$ cat src/rtl/keypad_digit_buf_if.sv
// rtl/keypad_digit_buf_if.sv - scanner-side inputs and display-side outputs of the keypad digit buffer
//
// Bundles the keypad buffer's signals other than clock and reset.
// master: scanner/controller side (drives clear, valid, scan_data).
// slave : the buffer itself (drives digits, cursor, full, en, err).
//   clear      synchronous clear, same effect as reset
//   valid      scanner key-present level
//   scan_data  one-hot key code (bit0..8 = 1..9, bit9 = *, bit10 = 0, bit11 = #)
//   digits     NDIG BCD slots, slot i at [4i+3:4i]
//   cursor     current write position
//   full       cursor at its upper limit
//   en         sticky commit flag
//   err        one-cycle rejected-press pulse
interface keypad_digit_buf_if #(
    parameter int NDIG = 6,
    parameter int CW   = $clog2(NDIG + 1)
);
    logic                clear;
    logic                valid;
    logic [11:0]         scan_data;
    logic [4*NDIG-1:0]   digits;
    logic [CW-1:0]       cursor;
    logic                full;
    logic                en;
    logic                err;

    modport master (
        output clear, valid, scan_data,
        input  digits, cursor, full, en, err
    );

    modport slave (
        input  clear, valid, scan_data,
        output digits, cursor, full, en, err
    );
endinterface

$ cat src/rtl/keypad_digit_buf.sv
// rtl/keypad_digit_buf.sv - keypad digit-entry buffer with cursor / auto-advance modes
//
// Collects up to NDIG BCD digits from an edge-detected keypad press.
// AUTO_ADV=0: a digit overwrites the slot at the cursor, # moves the cursor on.
// AUTO_ADV=1: a digit is written and the cursor advances, # is backspace.
// * locks the entry (en) until reset or clear; any press while locked,
// any non-one-hot code, and any move past the cursor limits pulse err.
// NDIG must be at least 2.
//   clk   system clock, rising edge
//   rst   asynchronous active-low reset
//   bus   keypad_digit_buf_if slave modport (clear, valid, scan_data in;
//         digits, cursor, full, en, err out)
module keypad_digit_buf #(
    parameter int NDIG     = 6,
    parameter int AUTO_ADV = 0,
    parameter int CW       = $clog2(NDIG + 1)
) (
    input  logic                  clk,
    input  logic                  rst,
    keypad_digit_buf_if.slave     bus
);

    logic [4*NDIG-1:0] digits_q, digits_n;
    logic [CW-1:0]     cursor_q, cursor_n;
    logic              en_q, en_n;
    logic              err_q, err_n;
    logic              valid_q;

    logic              press;
    logic              onehot;
    logic              is_digit;
    logic              is_star;
    logic              is_hash;
    logic [3:0]        dval;

    logic              wr_en;
    logic [CW-1:0]     wr_idx;
    logic [3:0]        wr_val;

    assign press    = bus.valid & ~valid_q;
    assign onehot   = (bus.scan_data != 12'd0) &&
                      ((bus.scan_data & (bus.scan_data - 12'd1)) == 12'd0);
    assign is_star  = bus.scan_data[9];
    assign is_hash  = bus.scan_data[11];
    assign is_digit = (|bus.scan_data[8:0]) | bus.scan_data[10];

    // Bit 10 is the zero key, so leaving dval at 0 covers it.
    always_comb begin
        dval = 4'd0;
        for (int i = 0; i < 9; i++) begin
            if (bus.scan_data[i]) begin
                dval = 4'(i + 1);
            end
        end
    end

    always_comb begin
        cursor_n = cursor_q;
        en_n     = en_q;
        err_n    = 1'b0;
        wr_en    = 1'b0;
        wr_idx   = cursor_q;
        wr_val   = dval;

        if (press) begin
            if (!onehot || en_q) begin
                err_n = 1'b1;
            end else if (is_star) begin
                en_n = 1'b1;
            end else if (AUTO_ADV == 0) begin
                if (is_digit) begin
                    wr_en = 1'b1;
                end else if (is_hash && cursor_q < CW'(NDIG - 1)) begin
                    cursor_n = cursor_q + CW'(1);
                end else begin
                    err_n = 1'b1;
                end
            end else begin
                if (is_digit) begin
                    if (cursor_q < CW'(NDIG)) begin
                        wr_en    = 1'b1;
                        cursor_n = cursor_q + CW'(1);
                    end else begin
                        err_n = 1'b1;
                    end
                end else if (is_hash && cursor_q != CW'(0)) begin
                    // Backspace: step back and blank the slot just vacated.
                    wr_en    = 1'b1;
                    wr_idx   = cursor_q - CW'(1);
                    wr_val   = 4'd0;
                    cursor_n = cursor_q - CW'(1);
                end else begin
                    err_n = 1'b1;
                end
            end
        end
    end

    always_comb begin
        digits_n = digits_q;
        for (int i = 0; i < NDIG; i++) begin
            if (wr_en && wr_idx == CW'(i)) begin
                digits_n[4*i +: 4] = wr_val;
            end
        end
    end

    always_ff @(posedge clk or negedge rst) begin
        if (!rst) begin
            digits_q <= '0;
            cursor_q <= '0;
            en_q     <= 1'b0;
            err_q    <= 1'b0;
            valid_q  <= 1'b0;
        end else begin
            // valid_q keeps tracking valid through clear so a key held
            // across the clear is not seen as a fresh press afterwards.
            valid_q <= bus.valid;
            if (bus.clear) begin
                digits_q <= '0;
                cursor_q <= '0;
                en_q     <= 1'b0;
                err_q    <= 1'b0;
            end else begin
                digits_q <= digits_n;
                cursor_q <= cursor_n;
                en_q     <= en_n;
                err_q    <= err_n;
            end
        end
    end

    assign bus.digits = digits_q;
    assign bus.cursor = cursor_q;
    assign bus.en     = en_q;
    assign bus.err    = err_q;
    assign bus.full   = (AUTO_ADV != 0) ? (cursor_q == CW'(NDIG))
                                        : (cursor_q == CW'(NDIG - 1));

endmodule

$ cat src/flat_wrapper.sv
// flat-port wrapper written by rule: the top's interface ports become plain ports
module keypad_digit_buf_flat 
#(
    parameter int NDIG     = 6,
    parameter int AUTO_ADV = 0,
    parameter int CW       = $clog2(NDIG + 1)
)
  (clk, rst, bus_clear, bus_valid, bus_scan_data, bus_digits, bus_cursor, bus_full, bus_en, bus_err);
  keypad_digit_buf_if #(.NDIG(NDIG), .CW(CW)) bus_i ();
  input  logic clk;
  input  logic rst;
  input wire logic [$bits(bus_i.clear)-1:0] bus_clear;
  input wire logic [$bits(bus_i.valid)-1:0] bus_valid;
  input wire logic [$bits(bus_i.scan_data)-1:0] bus_scan_data;
  output wire logic [$bits(bus_i.digits)-1:0] bus_digits;
  output wire logic [$bits(bus_i.cursor)-1:0] bus_cursor;
  output wire logic [$bits(bus_i.full)-1:0] bus_full;
  output wire logic [$bits(bus_i.en)-1:0] bus_en;
  output wire logic [$bits(bus_i.err)-1:0] bus_err;
  assign bus_i.clear = bus_clear;
  assign bus_i.valid = bus_valid;
  assign bus_i.scan_data = bus_scan_data;
  assign bus_digits = bus_i.digits;
  assign bus_cursor = bus_i.cursor;
  assign bus_full = bus_i.full;
  assign bus_en = bus_i.en;
  assign bus_err = bus_i.err;
  keypad_digit_buf #(.NDIG(NDIG), .AUTO_ADV(AUTO_ADV), .CW(CW)) u_core (.clk(clk), .rst(rst), .bus(bus_i));
endmodule
$ cat config.mk
export PLATFORM = sky130hd
export DESIGN_NAME = keypad_digit_buf_flat
export DESIGN_NICKNAME = d
export VERILOG_FILES = /design/src/rtl/keypad_digit_buf_if.sv /design/src/rtl/keypad_digit_buf.sv /design/src/flat_wrapper.sv
export SDC_FILE = /design/constraint.sdc
export NUM_CORES = 1
export LEC_CHECK = 0
export ABC_AREA = 0
export CELL_PAD_IN_SITES_DETAIL_PLACEMENT = 2
export CELL_PAD_IN_SITES_GLOBAL_PLACEMENT = 2
export CORE_ASPECT_RATIO = 1.1
export CORE_MARGIN = 2
export CORE_UTILIZATION = 33
export DETAILED_ROUTE_END_ITERATION = 8
export PLACE_DENSITY_LB_ADDON = 0.1
export SLEW_MARGIN = 20
export SYNTH_ARGS = -nofsm -noshare
export SYNTH_HDL_FRONTEND = slang
export SYNTH_SLANG_ARGS = --single-unit
$ cat constraint.sdc
create_clock -name clk -period 3.25 [get_ports clk]
set_input_delay 0.65 -clock clk [delete_from_list [all_inputs] [get_ports clk]]
set_output_delay 0.65 -clock clk [all_outputs]
set_load 0.03 [all_outputs]
# Word-level counts from Yosys, hierarchy flattened
# Cells that the tools add are included.
# totals
regBits	30
input_bits	16
word_cells	86
# op_classes
add_sub_neg	2
magnitude_cmp	1
n_eq_ne	8
muxes	36
bitwise	4
reduce_logical	25
# ops
cell	count
$mux 4	14
$mux 24	1
$mux 3	6
$reduce_bool 2->1	9
$mux 1	15
$and 12x12->12	1
$logic_not 12->1	1
$reduce_bool 12->1	1
$sub 12x1->12 const B	1
$reduce_or 9->1	1
$logic_and 1x1->1	8
$eq 3x2->1 const B	2
$eq 3x3->1 const B	2
$ne 2x2->1 const B	3
$reduce_and 5->1	1
$add 3x1->3 const B	1
$eq 3x1->1 const B	1
$logic_not 3->1	1
$lt 3x3->1 const B	1
$reduce_and 3->1	1
$and 1x1->1	1
$logic_not 1->1	1
$logic_or 1x1->1	1
$not 1->1	1
$or 1x1->1	1

# Depth between registers and ports, before layout
# Gate-level depths: netlist (run 1).
# logic_depth
depth_word	11
ltp_mapped	8
ltp_nobuf	6

# Worst setup path after synthesis (run 1)
# No wires, ideal clock.
# synth_timing
kind	input to register
from	in bus_scan_data[6]
to	reg u_core.digits_q[20], in the netlist u_core.bus.digits[20]
setup_ns	0.139
arrival_time_ns	2.270
path_slack_ns	0.841
stages	7
n_path_buf	1
path_cell_list	or4_4 > nor4_2 > and2_2 > o2111a_2 > buf_12 > nand4_4 > mux2i_1
# synth_via
elab_chain_len	10
word_cells_on_any_way	20
# synth_rtl
item	line	text
start: declaration	flat_wrapper.sv:14	input wire logic [$bits(bus_i.scan_data)-1:0] bus_scan_data;
$sub 12x1->12	keypad_digit_buf.sv:42	((bus.scan_data & (bus.scan_data - 12'd1)) == 12'd0);
$and 12x12->12	keypad_digit_buf.sv:42	
$logic_not 12->1	keypad_digit_buf.sv:42	
$logic_and 1x1->1	keypad_digit_buf.sv:41	assign onehot = (bus.scan_data != 12'd0) &&
$logic_not 1->1	keypad_digit_buf.sv:66	if (!onehot || en_q) begin
$logic_or 1x1->1	keypad_digit_buf.sv:66	
$mux 1	keypad_digit_buf.sv:66	
$mux 1	keypad_digit_buf.sv:65	if (press) begin
$logic_and 1x1->1	keypad_digit_buf.sv:102	if (wr_en && wr_idx == CW'(i)) begin
$reduce_bool 2->1 (no line)	-	
end signal: assignment	keypad_digit_buf.sv:125	digits_q <= digits_n;
end: declaration	keypad_digit_buf.sv:23	logic [4*NDIG-1:0] digits_q, digits_n;
# Several ways; a longest one is shown, not always the timed one. The select of a mux whose other input is x is not followed.
# A chain may end at the register's enable or synchronous reset.

# Worst setup path after layout (run 1)
# layout_timing
from	in bus_scan_data[6]
to	reg u_core.digits_q[19], in the netlist u_core.bus.digits[19]
# The elaborated chain is that of the path after synthesis.

==> results of run 1 <==
==> layout make-up <==
cell class,instances,area [µm²]
fill,573,2860
sequential,30,751
inverter,9,33.8
tap,75,93.8
multi-input combinational,118,995
timing repair buffer,52,515
clock inverter,1,30.0
clock buffer,6,82.6
==> registers in the layout (all words and copies together) (netlist names) <==
signal             flops
u_core.valid_q         1
u_core.bus.err         1
u_core.bus.cursor      3
u_core.bus.digits     24
u_core.bus.en          1
==> worst max-delay path, cell delays in order <==
cell             delay (ps)
clkdlybuf4s50_1         520
or4_4                   640
o31ai_1                 240
nor3b_1                 240
o2111a_2                280
and3_1                  320
mux2i_1                 230
==> placed cells by master (no fill, tap or decap), types with 2 or more instances in the layout <==
master | netlist | layout
nand2b_1 | 24 | 24
inv_1 | 9 | 9
dfrtp_1 | 30 | 30
a31oi_1 | 3 | 3
nand4_4 | 5 | 5
a21oi_1 | 6 | 6
and3_1 | 2 | 2
nor2_1 | 9 | 9
nor3_1 | 2 | 2
ha_1 | 5 | 5
buf_4 | 0 | 6
or3_2 | 2 | 2
nand2_1 | 4 | 4
nor3b_1 | 4 | 4
a41o_1 | 3 | 3
clkbuf_8 | 0 | 6
or3_1 | 2 | 2
o31ai_1 | 2 | 2
mux2i_1 | 22 | 22
o21ai_0 | 3 | 3
or4_4 | 2 | 2
o21bai_1 | 2 | 2
clkdlybuf4s50_1 | 0 | 45
==> power groups by stage <==
| stage | Combinational [mW] | Sequential (mW) | Clock, mW |
|---|---|---|---|
| 6_report | 0.0880 | 0.375 | 0.384 |
| 2_1_floorplan | 0.0360 | 0.383 | 0 |
| 3_3_place_gp | 0.0858 | 0.382 | 0 |
| 5_1_grt | 0.0964 | 0.375 | 0.410 |
| 4_1_cts | 0.0902 | 0.375 | 0.390 |
| 3_5_place_dp | 0.0899 | 0.382 | 0 |
==> stage by stage <==
step / util [%] / hold slack, ps
2_1_floorplan: - / 354
3_3_place_gp: 44.6 / 513
3_5_place_dp: 44.6 / 514
4_1_cts: 46.7 / 524
5_1_grt: 46.7 / 542
6_report: 46.7 / 517
==> logic make-up (layout without fill, tap and decap cells) <==
logic type | count (synthesis) | after routing | share of synthesized area, %
flip-flops | 30 | 30 | 41.1
buffers and inverters | 17 | 68 | 4.52
AND/OR/NAND/NOR | 64 | 64 | 26.7
multiplexers | 22 | 22 | 12.0
adder cells (fa/ha/maj) | 5 | 5 | 3.42
XOR/XNOR | 1 | 1 | 0.479
AO/OA/AOI/OAI | 26 | 26 | 11.8
==> worst max path at each step <==
| stage | start | end | depth (start not counted) |
|---|---|---|---|
| after floorplan | bus_scan_data[6] | u_core.bus.digits[20] | 7 |
| after global placement | bus_scan_data[6] | u_core.bus.digits[16] | 7 |
| after detailed placement | bus_scan_data[6] | u_core.bus.digits[17] | 7 |
| after CTS | bus_scan_data[6] | u_core.bus.digits[17] | 7 |
| after global routing | bus_scan_data[6] | u_core.bus.digits[18] | 7 |
| final | bus_scan_data[6] | u_core.bus.digits[19] | 7 |
==> metal layers <==
layer,GRT usage (%),share of wire (%)
met4,3.75,0.56
met1,23.1,45
met2,30.5,52
met3,3.31,2.7
met5,0,0
==> synthesized netlist by cell type (2+ instances only) <==
| master | number | area [µm²] |
|---|---|---|
| dfrtp_1 | 30 | 751 |
| or3_1 | 2 | 12.5 |
| nor2_1 | 9 | 33.8 |
| nand2b_1 | 24 | 150 |
| a31oi_1 | 3 | 18.8 |
| a21oi_1 | 6 | 30.0 |
| ha_1 | 5 | 62.6 |
| or3_2 | 2 | 15.0 |
| o21ai_0 | 3 | 15.0 |
| o21bai_1 | 2 | 15.0 |
| inv_1 | 9 | 33.8 |
| nand4_4 | 5 | 106 |
| a41o_1 | 3 | 30.0 |
| buf_2 | 2 | 10.0 |
| nand2_1 | 4 | 15.0 |
| or4_4 | 2 | 22.5 |
| and3_1 | 2 | 12.5 |
| o31ai_1 | 2 | 15.0 |
| nor3_1 | 2 | 10.0 |
| mux2i_1 | 22 | 220 |
| clkbuf_1 | 5 | 18.8 |
| nor3b_1 | 4 | 30.0 |
==> metrics.yaml, run 1 <==
clock_tree:
  cts_sinks: 30
  clk_pin_slew_worst_paths_ps: 60
  cts_resized: 0
  numCtsBuffers: 5
  htreeDepth: 2
  cts.path.max_buffers: 2
  cts_tree: "yes"
  insertion_delay_ps: 270
  cts_hold_buf: 0
  post_cts_buffers: 0
  root_buffer: "clkbuf_8"
timing:
  tightest_slew_ps: 665
  hold_viol_final: 0
  period_share_pct: 90.2
  fmax_mhz: 341
  fin_setup_tns_ps: 0
  worst_clock_skew_ps: 3.10
  slew_headroom_pct: 55.5
  setup_viol: 0
  finalMaxSlewViolations: 0
  fin_ws_ps: 319
  rsz0062_at_grt: "no"
  fin_crit_ps: 2930
power:
  combPwrFrac_pct: 10.4
  p_clk_share_pct: 45.4
  swShare_pct: 22.3
  p_switching_mw: 0.189
  p_int_mw: 0.658
  pwr-share-seq_pct: 44.2
  vdd_drop_max_mv: 0.196
  leakage_nw: 1.11
  power_mw: 0.847
  powerDensity_nw_per_um2: 339
min_path:
  min_path_type: "flip-flop to flip-flop"
  hold_start: "u_core.bus.digits[7]"
  hold_end: "u_core.bus.digits[7]"
  whs_path_depth: 2
synthesis:
  yosysUniqueCellTypes: 39
  synth_nets: 186
  synthArstFlopShare_pct: 100
  ys_ff_latch: 30
  syn_area_per_cell_um2: 11.1
  syn-cell-area_um2: 1830
  yosys_warnings: 0
  synth-edff-count: 0
  synth-main-ff-cell: "dfrtp_1"
  synthCells: 165
  ys_seq_area_share_pct: 41.1
final_layout:
  finish.instance_area_um2: 2500
  syn_to_final_growth_pct: 36.8
  antenna_cells: 0
  final_cells: 291
  num-nets-final: 237
  drive_above_1_share_pct: 15.3
die:
  coreArea_um2: 5360
  rows: 28
  initial_utilization_pct: 34.1
  dieArea_um2: 6150
  die_height_um: 82.1
  io_pins: 46
  die_x_um: 75.0
placed_design:
  pre_cts_slack_ps: 12.2
  gp_congestion: 0.793
  dp_cells: 284
  placed_cell_area_um2: 2390
  port_buffers: 45
  dp_hpwl_mm: 3.87
routing:
  routed_via_density: 4.96
  drt_iter0_markers: 50
  firstDrtPassIters: 4
  ant_nets: 0
  routedWlPerCell_um: 17.2
  wl_mm: 4.99
  vias: 1442
  drc: 0
global_route:
  grt_pass1_wl_mm: 8.27
  grt_use_total_pct: 17.8
  grt_max_degree: 31
  grt_antenna_before_repair: 0
  grt_pass1_vias: 1636
  grt_remaining_overflow: 0
critical_path:
  worst_ep_arrival_time_ps: 3120
  r2r-end: "u_core.bus.digits[19]"
  crit_path_end_kind: "flip-flop"
  cp.required_ps: 3440
  rr_startpoint: "u_core.valid_q"
  r2r_slack_ps: 1290
  path_max_fanout: 7
  worstSetupPathType: "input pin to flip-flop"
  reg2reg_depth: 6
  start_kind: "input pin"
run:
  drv_cap: 0
run_status:
  status: "finished, final reports clean"
No activity file was read; power rests on OpenSTA's default activity.
==> run 2: changes to the inputs <==
--- a/config.mk
+++ b/config.mk
@@ -9,8 +9,8 @@
 export CELL_PAD_IN_SITES_DETAIL_PLACEMENT = 2
 export CELL_PAD_IN_SITES_GLOBAL_PLACEMENT = 2
 export CORE_ASPECT_RATIO = 1.1
-export CORE_MARGIN = 2
-export CORE_UTILIZATION = 33
+export CORE_MARGIN = 5
+export CORE_UTILIZATION = 30
 export DETAILED_ROUTE_END_ITERATION = 8
 export PLACE_DENSITY_LB_ADDON = 0.1
 export SLEW_MARGIN = 20
==> metrics.yaml, run 2 (synthesized netlist as in run 1, its figures left out) <==
run_status:
  status: "finished, final reports clean"
global_route:
  gr-usage-met1_pct: 17.2
  grt_pass1_vias: 1699
  use_met2_pct: 26.0
  busiest_layer: "met2"
  grt_antenna_before_repair: 0
  grt_pass1_wl_mm: 8.98
  grt_use_met3_pct: 2.87
  grt_max_degree: 31
  grt_use_total_pct: 14.4
  grt_remaining_overflow: 0
critical_path:
  critPathLaunch: "bus_scan_data[6]"
  rr_startpoint: "u_core.valid_q"
  crit_path_max_incr_delay_ps: 630
  worstSetupPathType: "input pin to flip-flop"
  path_delay_family: "simple AND/OR/NAND/NOR gates"
  path_max_fanout: 5
  start_kind: "input pin"
  crit_path_end_kind: "flip-flop"
  worst_ep_arrival_time_ps: 3110
  cp.required_ps: 3450
  worst_path_max_delay_cell: "or4_4"
  cp_cell_sequence: "clkdlybuf4s50_1, or4_4, nor4_2, and2_2, o2111a_2, and3_1, mux2i_1"
  path_buf_inv: 1
clock_tree:
  root_buffer: "clkbuf_8"
  htreeDepth: 2
  clk_pin_slew_worst_paths_ps: 70
  cts_hold_buf: 0
  cts.path.max_buffers: 2
  cts_tree: "yes"
  cts_resized: 0
  post_cts_buffers: 0
  insertion_delay_ps: 280
  cts_sinks: 30
  numCtsBuffers: 5
timing:
  fin_setup_tns_ps: 0
  worst_clock_skew_ps: 4.05
  rsz0062_at_grt: "no"
  fmax_mhz: 344
  hold_viol_final: 0
  period_share_pct: 89.5
  slew_headroom_pct: 60.4
  finalMaxSlewViolations: 0
  tightest_slew_ps: 593
  setup_viol: 0
  fin_crit_ps: 2910
final_layout:
  final_util_pct: 42.7
  final_common_cell: "clkdlybuf4s50_1"
  antenna_cells: 0
  final_cell_mix: "45 x clkdlybuf4s50_1, 30 x dfrtp_1, 24 x nand2b_1, 22 x mux2i_1"
  final_cells: 295
  finish.instance_area_um2: 2490
  largest_register_ffs: 24
  drive_above_1_share_pct: 16.1
  nFillCells: 619
  num-nets-final: 238
  syn_to_final_growth_pct: 36.4
die:
  die_height_um: 91.9
  die_x_um: 84.4
  coreArea_um2: 5840
  initial_utilization_pct: 31.3
  rows: 29
  dieArea_um2: 7760
  io_pins: 46
routing:
  drt_iter0_markers: 29
  wl_mm: 5.31
  firstDrtPassIters: 4
  vias: 1464
  ant_nets: 0
  routed_via_density: 4.96
  routedWlPerCell_um: 18.0
  drc: 0
power:
  leakage_nw: 1.10
  vdd_drop_max_mv: 0.179
  powerDensity_nw_per_um2: 314
placed_design:
  gp_congestion: 0.765
  dp_cells: 287
  port_buffers: 45
  placed_cell_area_um2: 2400
  dp_hpwl_mm: 4.08
min_path:
  hold_start: "u_core.bus.digits[11]"
  min_path_type: "flip-flop to flip-flop"
run:
  drv_cap: 0
## run 2: cell count changes in the layout (fill, tap and decap cells not counted), sizes merged
| cell | change |
|---|---|
| buf | +1 |
| bufinv | -1 |
| clkinv | +1 |
| clkinvlp | +1 |
## run 2: where the power goes
part / leakage (nW) / switching [mW] / total (mW) / internal [mW]
sequential: 0.417 / 0.000296 / 0.375 / 0.374
combinational: 0.640 / 0.0494 / 0.0887 / 0.0392
clock: 0.0472 / 0.149 / 0.319 / 0.170
total: 1.10 / 0.198 / 0.782 / 0.584
## run 2: worst paths after layout
check / to / slack (ps) / depth (start not counted)
max reg2reg: u_core.bus.digits[16] / 1290 / 6
max in group asynchronous: u_core.bus.digits[9] / 2190 / 2
max: u_core.bus.digits[16] / 340 / 7
min reg2reg: u_core.bus.digits[11] / 530 / 2
min: u_core.bus.digits[11] / 530 / 2
min in group asynchronous: u_core.valid_q / 770 / 2
## run 2: final cells by class
cell class	instances	area (µm²)	area share (%)
well taps	77	96.3	3.86
repair buffers	53	523	21.0
clock buffers	6	82.6	3.31
inverters	9	33.8	1.35
flip-flops and latches	30	751	30.1
clock inverters	2	12.5	0.502
multi-input cells	118	995	39.9
## run 2: worst register-to-register path, stage by stage (launching register included)
cell and delay, ps:
dfrtp_1 360, nand2b_1 170, or3_1 380, nor2_4 240
and3_1 190, and3_1 320, mux2i_1 230
## run 2: per-stage QoR
step / setup slack [ps] / hold slack, ps / total power [mW]
after global routing: 149 / 545 / 0.814
after floorplan: 841 / 354 / 0.419
final: 341 / 528 / 0.782
after global placement: 98.4 / 517 / 0.469
after CTS: 310 / 535 / 0.798
after detailed placement: 36.8 / 517 / 0.472
## run 2: routing by layer
metal / share of wire [%] / wire length [µm]
met1: 44 / 2330
met2: 53 / 2790
met3: 2.8 / 151
met4: 0.66 / 35
met5: 0 / 0
==> run 3: changes to the inputs <==
--- a/config.mk
+++ b/config.mk
@@ -10,9 +10,11 @@
 export CELL_PAD_IN_SITES_GLOBAL_PLACEMENT = 2
 export CORE_ASPECT_RATIO = 1.1
 export CORE_MARGIN = 5
-export CORE_UTILIZATION = 30
+export CORE_UTILIZATION = 33
 export DETAILED_ROUTE_END_ITERATION = 8
+export GPL_ROUTABILITY_DRIVEN = 0
 export PLACE_DENSITY_LB_ADDON = 0.1
+export SKIP_CTS_REPAIR_TIMING = 1
 export SLEW_MARGIN = 20
 export SYNTH_ARGS = -nofsm -noshare
 export SYNTH_HDL_FRONTEND = slang
==> metrics.yaml, run 3 (synthesized netlist as in run 1, its figures left out) <==
run_status:
  status: "finished, final reports clean"
critical_path:
  worst_ep_arrival_time_ps: 3120
  path_max_fanout: 7
  path_buf_inv: 1
  crit_path_max_incr_delay_ps: 640
  reg2reg_depth: 6
  start_kind: "input pin"
  r2r_slack_ps: 1240
  worst_path_max_delay_cell: "or4_4"
  rr_startpoint: "u_core.valid_q"
  worstSetupPathType: "input pin to flip-flop"
  crit_path_end_kind: "flip-flop"
  path_delay_family: "simple AND/OR/NAND/NOR gates"
  r2r-end: "u_core.bus.digits[19]"
  cp.required_ps: 3450
  cp_cell_sequence: "clkdlybuf4s50_1, or4_4, o31ai_1, nor3b_1, o2111a_2, and3_1, mux2i_1"
final_layout:
  final_cells: 292
  final_cell_mix: "45 x clkdlybuf4s50_1, 30 x dfrtp_1, 24 x nand2b_1, 22 x mux2i_1"
  num-nets-final: 237
  syn_to_final_growth_pct: 36.6
  final_util_pct: 46.3
  antenna_cells: 0
  final_common_cell: "clkdlybuf4s50_1"
  largest_register_ffs: 24
  drive_above_1_share_pct: 15.7
die:
  dieArea_um2: 7130
  die_x_um: 81.0
  io_pins: 46
  coreArea_um2: 5400
  initial_utilization_pct: 33.9
  rows: 28
  die_height_um: 88.1
timing:
  finalMaxSlewViolations: 0
  fin_crit_ps: 2920
  period_share_pct: 89.9
  slew_headroom_pct: 52.3
  fmax_mhz: 342
  rsz0062_at_grt: "no"
  fin_setup_tns_ps: 0
  tightest_slew_ps: 714
  hold_viol_final: 0
  setup_viol: 0
  fin_ws_ps: 329
  worst_clock_skew_ps: 3.58
routing:
  routedWlPerCell_um: 18.8
  wl_mm: 5.49
  vias: 1490
  routed_via_density: 5.10
  ant_nets: 0
  drc: 0
  firstDrtPassIters: 2
  drt_iter0_markers: 60
clock_tree:
  root_buffer: "clkbuf_8"
  cts.path.max_buffers: 2
  numCtsBuffers: 5
  cts_tree: "yes"
  insertion_delay_ps: 280
  clk_pin_slew_worst_paths_ps: 60
  htreeDepth: 2
  cts_sinks: 30
placed_design:
  dp_hpwl_mm: 4.25
  pre_cts_slack_ps: 9.93
  port_buffers: 45
  dp_cells: 284
global_route:
  busiest_layer: "met2"
  grt_use_met3_pct: 4.01
  use_met2_pct: 32.8
  grt_antenna_before_repair: 0
  grt_pass1_wl_mm: 9.16
  grt_use_total_pct: 17.3
  gr-usage-met1_pct: 18.4
  grt_max_degree: 31
  grt_pass1_vias: 1776
  grt_remaining_overflow: 0
min_path:
  min_path_type: "flip-flop to flip-flop"
  hold_end: "u_core.bus.digits[11]"
  hold_start: "u_core.bus.digits[11]"
  whs_path_depth: 2
power:
  powerDensity_nw_per_um2: 334
  power_mw: 0.835
  vdd_drop_max_mv: 0.152
  leakage_nw: 1.11
run:
  drv_cap: 0
run 3: cell types whose count changed in the layout (fill, tap and decap cells not counted), sizes merged:
| cell | delta |
|---|---|
| buf | -1 |
| clkbuf | -1 |
| bufinv | +1 |
| clkinv | +1 |
| clkinvlp | -1 |
run 3: routing by layer:
metal  up-vias  wire length [µm]
met1       761              2160
met5         -                 0
li1        685                 -
met3         8               194
met4         0                99
met2        36              3040
run 3: how the worst max path moves through the flow:
| stage | start | endpoint | slack (ps) | depth (start not counted) |
|---|---|---|---|---|
| floorplan | bus_scan_data[6] | u_core.bus.digits[20] | 840 | 7 |
| global placement | bus_scan_data[6] | u_core.bus.digits[16] | 100 | 7 |
| detailed placement | bus_scan_data[6] | u_core.bus.digits[19] | 10 | 7 |
| CTS | bus_scan_data[6] | u_core.bus.digits[19] | 310 | 7 |
| global route | bus_scan_data[6] | u_core.bus.digits[16] | 140 | 7 |
| finish | bus_scan_data[6] | u_core.bus.digits[19] | 330 | 7 |
run 3: per-stage QoR:
step                cell area [µm²]  hold WS (ps)
floorplan                      1830           354
global placement               2390           509
detailed placement             2390           517
CTS                            2500           528
global route                   2500           545
finish                         2500           523
run 3: area by class of cell:
| cell class | count | area [µm²] |
|---|---|---|
| timing repair buffer | 52 | 515 |
| multi-input combinational | 118 | 995 |
| inverter | 9 | 33.8 |
| clock inverter | 3 | 40.0 |
| clock buffer | 5 | 68.8 |
| sequential | 30 | 751 |
| fill | 586 | 2900 |
| tap | 75 | 93.8 |
run 3: power breakdown:
part / total, mW / switching (mW) / internal [mW]
clock network: 0.371 / 0.146 / 0.225
registers: 0.375 / 0.000235 / 0.374
logic: 0.0888 / 0.0503 / 0.0385
run 3: worst reg2reg max path, cell delays in order (launching register included):
cell	delay, ps
dfrtp_1	360
nand2b_1	170
or3_1	390
nor2_4	250
and3_1	210
and3_1	330
mux2i_1	230
